`config.mk`:
```
export PLATFORM = sky130hd
export DESIGN_NAME = taxi_lfsr_prbs_mon
export DESIGN_NICKNAME = d
export VERILOG_FILES = /design/src/rtl/taxi_lfsr_prbs_mon.sv
export SDC_FILE = /design/constraint.sdc
export NUM_CORES = 1
export LEC_CHECK = 0
export BUFFER_PORTS_ARGS = -buffer_cell sky130_fd_sc_hd__buf_2
export CAP_MARGIN = 15
export CELL_PAD_IN_SITES_DETAIL_PLACEMENT = 1
export CELL_PAD_IN_SITES_GLOBAL_PLACEMENT = 1
export CORE_MARGIN = 2
export CORE_UTILIZATION = 41
export CTS_CLUSTER_DIAMETER = 50
export DETAILED_ROUTE_END_ITERATION = 8
export GPL_ROUTABILITY_DRIVEN = 0
export PLACE_DENSITY_LB_ADDON = 0.1
export SLEW_MARGIN = 5
export SYNTH_ARGS = -nofsm -noshare
export SYNTH_HDL_FRONTEND = slang
export SYNTH_SLANG_ARGS = --single-unit
```
`constraint.sdc`:
```
create_clock -name clk -period 7.1 [get_ports clk]
set_clock_uncertainty 0.15 [all_clocks]
set_input_delay 1.065 -clock clk [delete_from_list [all_inputs] [get_ports clk]]
set_output_delay 1.065 -clock clk [all_outputs]
set_load 0.01 [all_outputs]
```
`src/rtl/taxi_lfsr_prbs_mon.sv`:
```
// taxi_lfsr_prbs_mon: self-synchronising PRBS checker with SEARCH/LOCKED tracking and BER counters; TAXI_PRBS_MON_STATS_EN adds word_cnt/err_word_cnt
module taxi_lfsr_prbs_mon #(
  parameter int LFSR_W = 31,
  parameter logic [LFSR_W-1:0] LFSR_POLY = 31'h10000001,
  parameter logic [LFSR_W-1:0] LFSR_INIT = '1,
  parameter bit REVERSE = 1'b0,
  parameter bit INVERT = 1'b1,
  parameter int DATA_W = 32,
  parameter int LOCK_CNT = 16,
  parameter int WIN_LEN = 256,
  parameter int UNLOCK_ERR = 8,
  parameter int CNT_W = 32
) (
  input  logic              clk,
  input  logic              rst,
  input  logic [DATA_W-1:0] data_in,
  input  logic              data_in_valid,
  input  logic              clear,
  output logic [DATA_W-1:0] err_out,
  output logic              err_valid,
  output logic              locked,
  output logic [CNT_W-1:0]  bit_err_cnt,
  output logic [CNT_W-1:0]  lock_loss_cnt,
  output logic [CNT_W-1:0]  word_cnt,
  output logic [CNT_W-1:0]  err_word_cnt
);
  localparam int GW = $clog2(LOCK_CNT + 1);
  localparam int WW = $clog2(WIN_LEN + 1);
  localparam int EW = $clog2(UNLOCK_ERR + 1);
  localparam int PW = $clog2(DATA_W + 1);
  localparam int SW = (CNT_W > PW ? CNT_W : PW) + 1;
  typedef enum logic {SEARCH, LOCKED} state_t;
  state_t state, state_n;
  logic [LFSR_W-1:0] lfsr, lfsr_n;
  logic [DATA_W-1:0] rx, mask;
  logic [GW-1:0] good_cnt, good_n;
  logic [WW-1:0] win_cnt, win_n;
  logic [EW-1:0] win_err, werr_n;
  logic word_err, upd, loss;
  logic [PW-1:0] pop;
  logic [SW-1:0] bit_sum;
  function automatic logic [PW-1:0] popcount(input logic [DATA_W-1:0] v);
    popcount = '0;
    for (int i = 0; i < DATA_W; i++) popcount = popcount + PW'(v[i]);
  endfunction
  function automatic logic [CNT_W-1:0] sat_inc(input logic [CNT_W-1:0] c, input logic en);
    return (en && !(&c)) ? c + 1'b1 : c;
  endfunction
  assign rx = data_in ^ {DATA_W{INVERT}};
  // Fibonacci feed-forward: the shift register is loaded with received bits, not predictions
  always_comb begin
    lfsr_n = lfsr;
    mask = '0;
    for (int i = 0; i < DATA_W; i++) begin
      mask[REVERSE ? i : DATA_W-1-i] = rx[REVERSE ? i : DATA_W-1-i] ^ lfsr_n[LFSR_W-1] ^
                                       ^(lfsr_n[LFSR_W-2:0] & LFSR_POLY[LFSR_W-1:1]);
      lfsr_n = {lfsr_n[LFSR_W-2:0], rx[REVERSE ? i : DATA_W-1-i]};
    end
  end
  always_ff @(posedge clk) begin
    if (rst) begin
      lfsr <= LFSR_INIT;
      err_out <= '0;
      err_valid <= 1'b0;
    end else begin
      err_valid <= data_in_valid;
      lfsr <= data_in_valid ? lfsr_n : lfsr;
      err_out <= data_in_valid ? mask : err_out;
    end
  end
  assign word_err = |err_out;
  assign upd = err_valid && state == LOCKED;
  assign locked = state == LOCKED;
  always_comb begin
    state_n = state;
    good_n = good_cnt;
    win_n = win_cnt;
    werr_n = win_err;
    loss = 1'b0;
    if (err_valid && state == SEARCH) begin
      good_n = word_err ? '0 : good_cnt + 1'b1;
      if (!word_err && good_cnt == GW'(LOCK_CNT - 1)) begin
        state_n = LOCKED;
        good_n = '0;
        win_n = '0;
        werr_n = '0;
      end
    end else if (upd) begin
      win_n = win_cnt + 1'b1;
      werr_n = win_err + EW'(word_err);
      if (werr_n == EW'(UNLOCK_ERR)) begin
        state_n = SEARCH;
        good_n = '0;
        loss = 1'b1;
      end else if (win_n == WW'(WIN_LEN)) begin
        win_n = '0;
        werr_n = '0;
      end
    end
  end
  always_ff @(posedge clk) begin
    if (rst) begin
      state <= SEARCH;
      good_cnt <= '0;
      win_cnt <= '0;
      win_err <= '0;
    end else begin
      state <= state_n;
      good_cnt <= good_n;
      win_cnt <= win_n;
      win_err <= werr_n;
    end
  end
  assign pop = popcount(err_out);
  assign bit_sum = SW'(bit_err_cnt) + SW'(pop);
  // clear wins over a same-cycle increment
  always_ff @(posedge clk) begin
    if (rst || clear) begin
      bit_err_cnt <= '0;
      lock_loss_cnt <= '0;
    end else begin
      bit_err_cnt <= upd ? (|bit_sum[SW-1:CNT_W] ? '1 : bit_sum[CNT_W-1:0]) : bit_err_cnt;
      lock_loss_cnt <= sat_inc(lock_loss_cnt, loss);
    end
  end
`ifdef TAXI_PRBS_MON_STATS_EN
  always_ff @(posedge clk) begin
    if (rst || clear) begin
      word_cnt <= '0;
      err_word_cnt <= '0;
    end else begin
      word_cnt <= sat_inc(word_cnt, upd);
      err_word_cnt <= sat_inc(err_word_cnt, upd && word_err);
    end
  end
`else
  assign word_cnt = '0;
  assign err_word_cnt = '0;
`endif
endmodule

```
* After elaboration in Yosys (flattened, before gate mapping)
Cells that the tools add are included.
Word-level totals: bits in registers 147, input port bits 36, output and inout bits 162, logic and storage cells 184
Cells by class: $add $sub $neg 36, equality and inequality tests 4, mux-type cells 23, bitwise gates (word level) 66, reductions and logical operators 46
Operators by type and width (number):
- $reduce_xor A30 Y1 | 32
- $add A6 B1 Y6 | 26
- $xor A1 B1 Y1 | 64
- $mux W9 | 5
- $add A32 B6 Y33 | 1
- $add A32 B1 Y32 const B | 1
- $mux W32 | 1
- $not A32 Y32 | 1
- $reduce_and A32 Y1 | 1
- $reduce_or A32 Y1 | 1
- $mux W5 | 5
- $mux W4 | 5
- $add A9 B1 Y9 const B | 1
- $eq A9 B9 Y1 const B | 1
- $mux W1 | 7
- $add A5 B1 Y6 | 1
- $add A4 B1 Y5 | 1
- $add A5 B1 Y5 const B | 1
- $eq A5 B4 Y1 const B | 1
- $add A3 B1 Y4 | 1
- $add A4 B1 Y4 | 1
- $eq A4 B4 Y1 const B | 1
- $logic_and A1 B1 Y1 | 4
- $reduce_and A2 Y1 | 2
- 8 further kinds | 10

* Logic depth before layout (Yosys ltp)
depth in word-level cells 33, gate-level depth with buffers 18

* Worst setup path before layout
OpenSTA, ideal clock, no wires.
path type register to register, start register err_out[5], end register bit_err_cnt[31], data arrival time 5044 ps, data required time 6862 ps, setup slack 1818 ps, cell stages (with the launch flop) 16, buffers on the path 0, cells stage by stage dfxtp_1 inv_1 fa_1 fa_1 fa_1 fa_1 fa_1 fa_1 fa_1 inv_1 fa_1 a21oi_1 nor2_1 o2111ai_4 and4_4 a311oi_2
On the way: longest elaborated chain between the ends 29
Ends and longest elaborated chain:
- from (decl) | RTL line 19 | output logic [DATA_W-1:0] err_out,
- from (signal assigned) | RTL line 68 | err_out <= data_in_valid ? mask : err_out;
- $add A5 B1 Y6 | RTL line 44 | for (int i = 0; i < DATA_W; i++) popcount = popcount + PW'(v[i]);
- $add A6 B1 Y6 (26 in series) | RTL line 44
- $add A32 B6 Y33 | RTL line 115 | assign bit_sum = SW'(bit_err_cnt) + SW'(pop);
- $mux W32 | RTL line 122 | bit_err_cnt <= upd ? (|bit_sum[SW-1:CNT_W] ? '1 : bit_sum[CNT_W-1:0]) : bit_err_cnt;
- to (signal assigned) | RTL line 122
- to (decl) | RTL line 22 | output logic [CNT_W-1:0] bit_err_cnt,
Every way passes these cells. A chain may end at the register's enable or synchronous reset.

* Worst setup path in the final report
Same ends and word-level chain as after synthesis.

==> metrics list <==
- The flow ran to the end, and the final reports show no timing, DRC or antenna violations.
* Routed WL per cell: 15.8 microns
- Hold Violations, Final: 0
- During synthesis, Yosys emitted a total of 0 warnings.
- Antenna Cells: 0
* Total of buffers placed on input and output ports: 133
* Post-layout nets: 1,163
* Area taken by multi-input logic gates: 0.00487 sq mm
* Top layer reached by signal wires: met4
- The die covers 0.0218 sq mm.
- Setup violations remaining at the end of the flow were counted as 0.
- The first TritonRoute pass finished after 4 iterations.
* Vias: 6,940
* 1st-iter DRT viols: 235
* Initial Utilization: 0.418
* Total global-route track usage: 0.203
* Number of antenna violations at the first check in global routing: 0
* Maximum achievable frequency: 175 MHz
* Seq/Total Area, Yosys: 0.348
- Remaining design rule violation count: 0
- The H-tree was split into 4 levels.
* Layout-stage area growth over the synthesis result: 14.1%
* Kind of critical path: register to register
- STA classifies the critical path endpoint as a register.
- Leakage dissipation: 4.17 nW
- Headroom to the max-slew limit came out at 0.262.
- Commonest non-fill, non-tap cells in the layout: 147 x dfxtp_1, 132 x buf_2, 79 x nor2_1
- Finished Cell Area: 0.00966 sq mm
* Largest net degree at the start of global routing: 125
- Clock latency reported for the late side of the worst-skew pair: 0.43 ns
- Detail Route met2 WL: 10,400 microns
- IR Drop Worst-Case VDD: 0.173 mV
* Share of flip-flops with an asynchronous set or reset: 0
* Share of the synthesized area in the top cell type: 0.348
- Once the clock tree was built, the setup fixing pass inserted 0 buffers.
- Yosys cell types: 63
* Gates resized, CTS repair: 0
- Fraction of the cycle the final worst path needs: 0.805
- Data on the critical path arrives at its endpoint at 5.91 ns.
- For the final routed database, the setup TNS stands at 0 ns.
- After detailed routing, the number of vias per cell comes to 5.10.
- Each instance of the synthesized netlist takes up on average 8.73 sq um.
- Post-detailed-routing wire length: 21,500 microns
* Top FF cell, synth: dfxtp_1
- Max_cap viols: 0
- Summed over all layers, the global routing overflow is 0.
- The number of global-route vias before repair came to 6,971.
- Tightest Hold Check Type: register to register
- For this design, the sink count on the clock tree is 147.
- The die is 148 microns tall.
* Synth Register Bits: 147
- Routed wl met3: 1190 microns
- Summed over all instances, the cell type with the most area after synthesis is dfxtp_1.
- TritonCTS created 17 clock buffers.
- STA classifies the critical path startpoint as a register.
- Clock-pin transition on the worst setup and hold timing paths: 0.07 ns
- After detailed routing, the wire length on met1 is 9690 microns.
- Area contributors post-synth: dfxtp_1 35%, xnor2_1 7.6%, fa_1 6.2%
- The total count of max-transition violations in the final report was 0.
- Data required time of the worst path: 7.30 ns
- The first global-routing pass estimated 35,500 microns of wire.
* Total half-perimeter wirelength after legalization and detailed placement: 16,000 microns
- In the final layout, the share of cells above drive strength 1 is 0.163.
- Worst-case clock buffer depth: 2
- The synthesized netlist occupies a cell area of 0.00846 sq mm.
* Maximum fanout count along the critical path: 16
- Post-Syn Instances: 969
* Flip-flop and latch area: 0.00294 sq mm
- Summing internal, switching and leakage power gives 0.00254 W.
- Counting the fill cells in the layout gives 2,449.
- TritonCTS built the clock tree.
* Power per Cell Area: 263 mW/mm^2
* Die extent in x: 148 microns
* Clock Tree Root: clkbuf_16
- 198 I/O pins were placed.
* Number of hold-repair buffers added at the cts stage: 0
* Total core area: 0.0202 sq mm
- Standard cell area after detailed placement: 0.00907 sq mm
- RSZ-0062 raised after global routing: no
- Worst Max-Slew Pin Slew: 1.11 ns
- The synthesized design contains 0 enable-type register cells.
- The routed design could run at a clock period as short as 5.72 ns.
- Number of rows created at floorplan: 52
- In this run the remaining antenna-violating nets after routing total 0.
- The library cell used most frequently in the layout, excluding fill and tap cells, is dfxtp_1.
-- cell type report --
class                      instances  area share
tap                              270      0.0350
clock buffer                      21      0.0477
multi-input combinational        718       0.505
timing repair buffer             137      0.0723
sequential                       147       0.305
clock inverter                    11      0.0132
inverter                          58      0.0225
-- kinds of logic (layout without fill, tap and decap cells) --
kind of cell	after synthesis	count (layout)	synth area share
AOI/OAI and AO/OA	180	180	0.141
xor gates and xnor gates	104	104	0.108
adders and majority gates	48	48	0.0940
buffers and inverters	167	227	0.104
DFF	147	147	0.348
muxes	7	7	0.00843
other	1	64	0.000443
and+or+nand+nor	315	315	0.196
-- Yosys cell counts, types with 3 or more instances --
library cell / number
buf_2: 6
buf_4: 66
and3_1: 20
a21oi_1: 30
nor4_1: 8
xor2_1: 31
nor2_1: 79
ha_1: 22
a31oi_1: 7
xnor2_1: 73
nand2b_1: 33
or4_1: 4
nor3b_1: 3
a311oi_1: 3
nor2b_1: 3
o21ai_0: 55
a22oi_1: 3
o21a_1: 6
and4_1: 9
mux2i_1: 6
fa_1: 26
buf_1: 3
a211o_1: 5
inv_1: 58
o2111ai_1: 3
dfxtp_1: 147
nor3_1: 13
and2_1: 14
nand4_1: 33
nand2_1: 55
o211ai_1: 6
or3_1: 5
a22o_1: 4
a211oi_1: 37
clkbuf_1: 34
nand3_1: 25
-- flip-flops by register name (all words and copies together) (netlist names) --
name           flops
lfsr              31
win_cnt            9
win_err            4
err_out           32
lock_loss_cnt     32
locked             1
good_cnt           5
err_valid          1
bit_err_cnt       32
-- routing by layer --
| metal | vias up | track usage |
|---|---|---|
| met1 | 3360 | 0.255 |
| met4 | 0 | 0.0495 |
| met2 | 135 | 0.343 |
| met3 | 17 | 0.0583 |
| li1 | 3428 | - |
| met5 | - | 0 |
-- per-stage QoR --
| stage | std cells | setup WS, ns | util | hold slack, ns |
|---|---|---|---|---|
| floorplan | 1032 | 1.82 | - | 0.306 |
| global placement | 1330 | 1.45 | 0.448 | 0.320 |
| detailed placement | 1330 | 1.33 | 0.448 | 0.325 |
| CTS | 1362 | 1.35 | 0.477 | 0.344 |
| global route | 1362 | 1.12 | 0.477 | 0.355 |
| finish | 1362 | 1.38 | 0.477 | 0.335 |
-- path summary, 6_finish.rpt --
check	depth (start not counted)	endpoint	slack [ns]	from
max	15	bit_err_cnt[31]	1.38	err_out[5]
min	2	lock_loss_cnt[13]	0.33	lock_loss_cnt[13]
max reg2reg	15	bit_err_cnt[31]	1.38	err_out[5]
min reg2reg	2	lock_loss_cnt[13]	0.33	lock_loss_cnt[13]
-- power by group --
group | leakage [nW] | switching (W) | internal [W]
logic | 2.71 | 0.000421 | 0.000333
registers | 1.20 | 0.0000339 | 0.000852
clock network | 0.268 | 0.000364 | 0.000537
total | 4.17 | 0.000818 | 0.00172
-- critical path, stage by stage (launching register included) --
cell,delay (ns)
dfxtp_1,0.37
inv_1,0.08
fa_1,0.56
fa_1,0.44
fa_1,0.54
fa_1,0.45
fa_1,0.53
fa_1,0.43
fa_1,0.39
inv_1,0.08
fa_1,0.20
a21oi_1,0.11
nor2_1,0.36
o2111ai_4,0.35
and4_4,0.33
a311oi_2,0.25
Power figures use the tool's default switching activity.
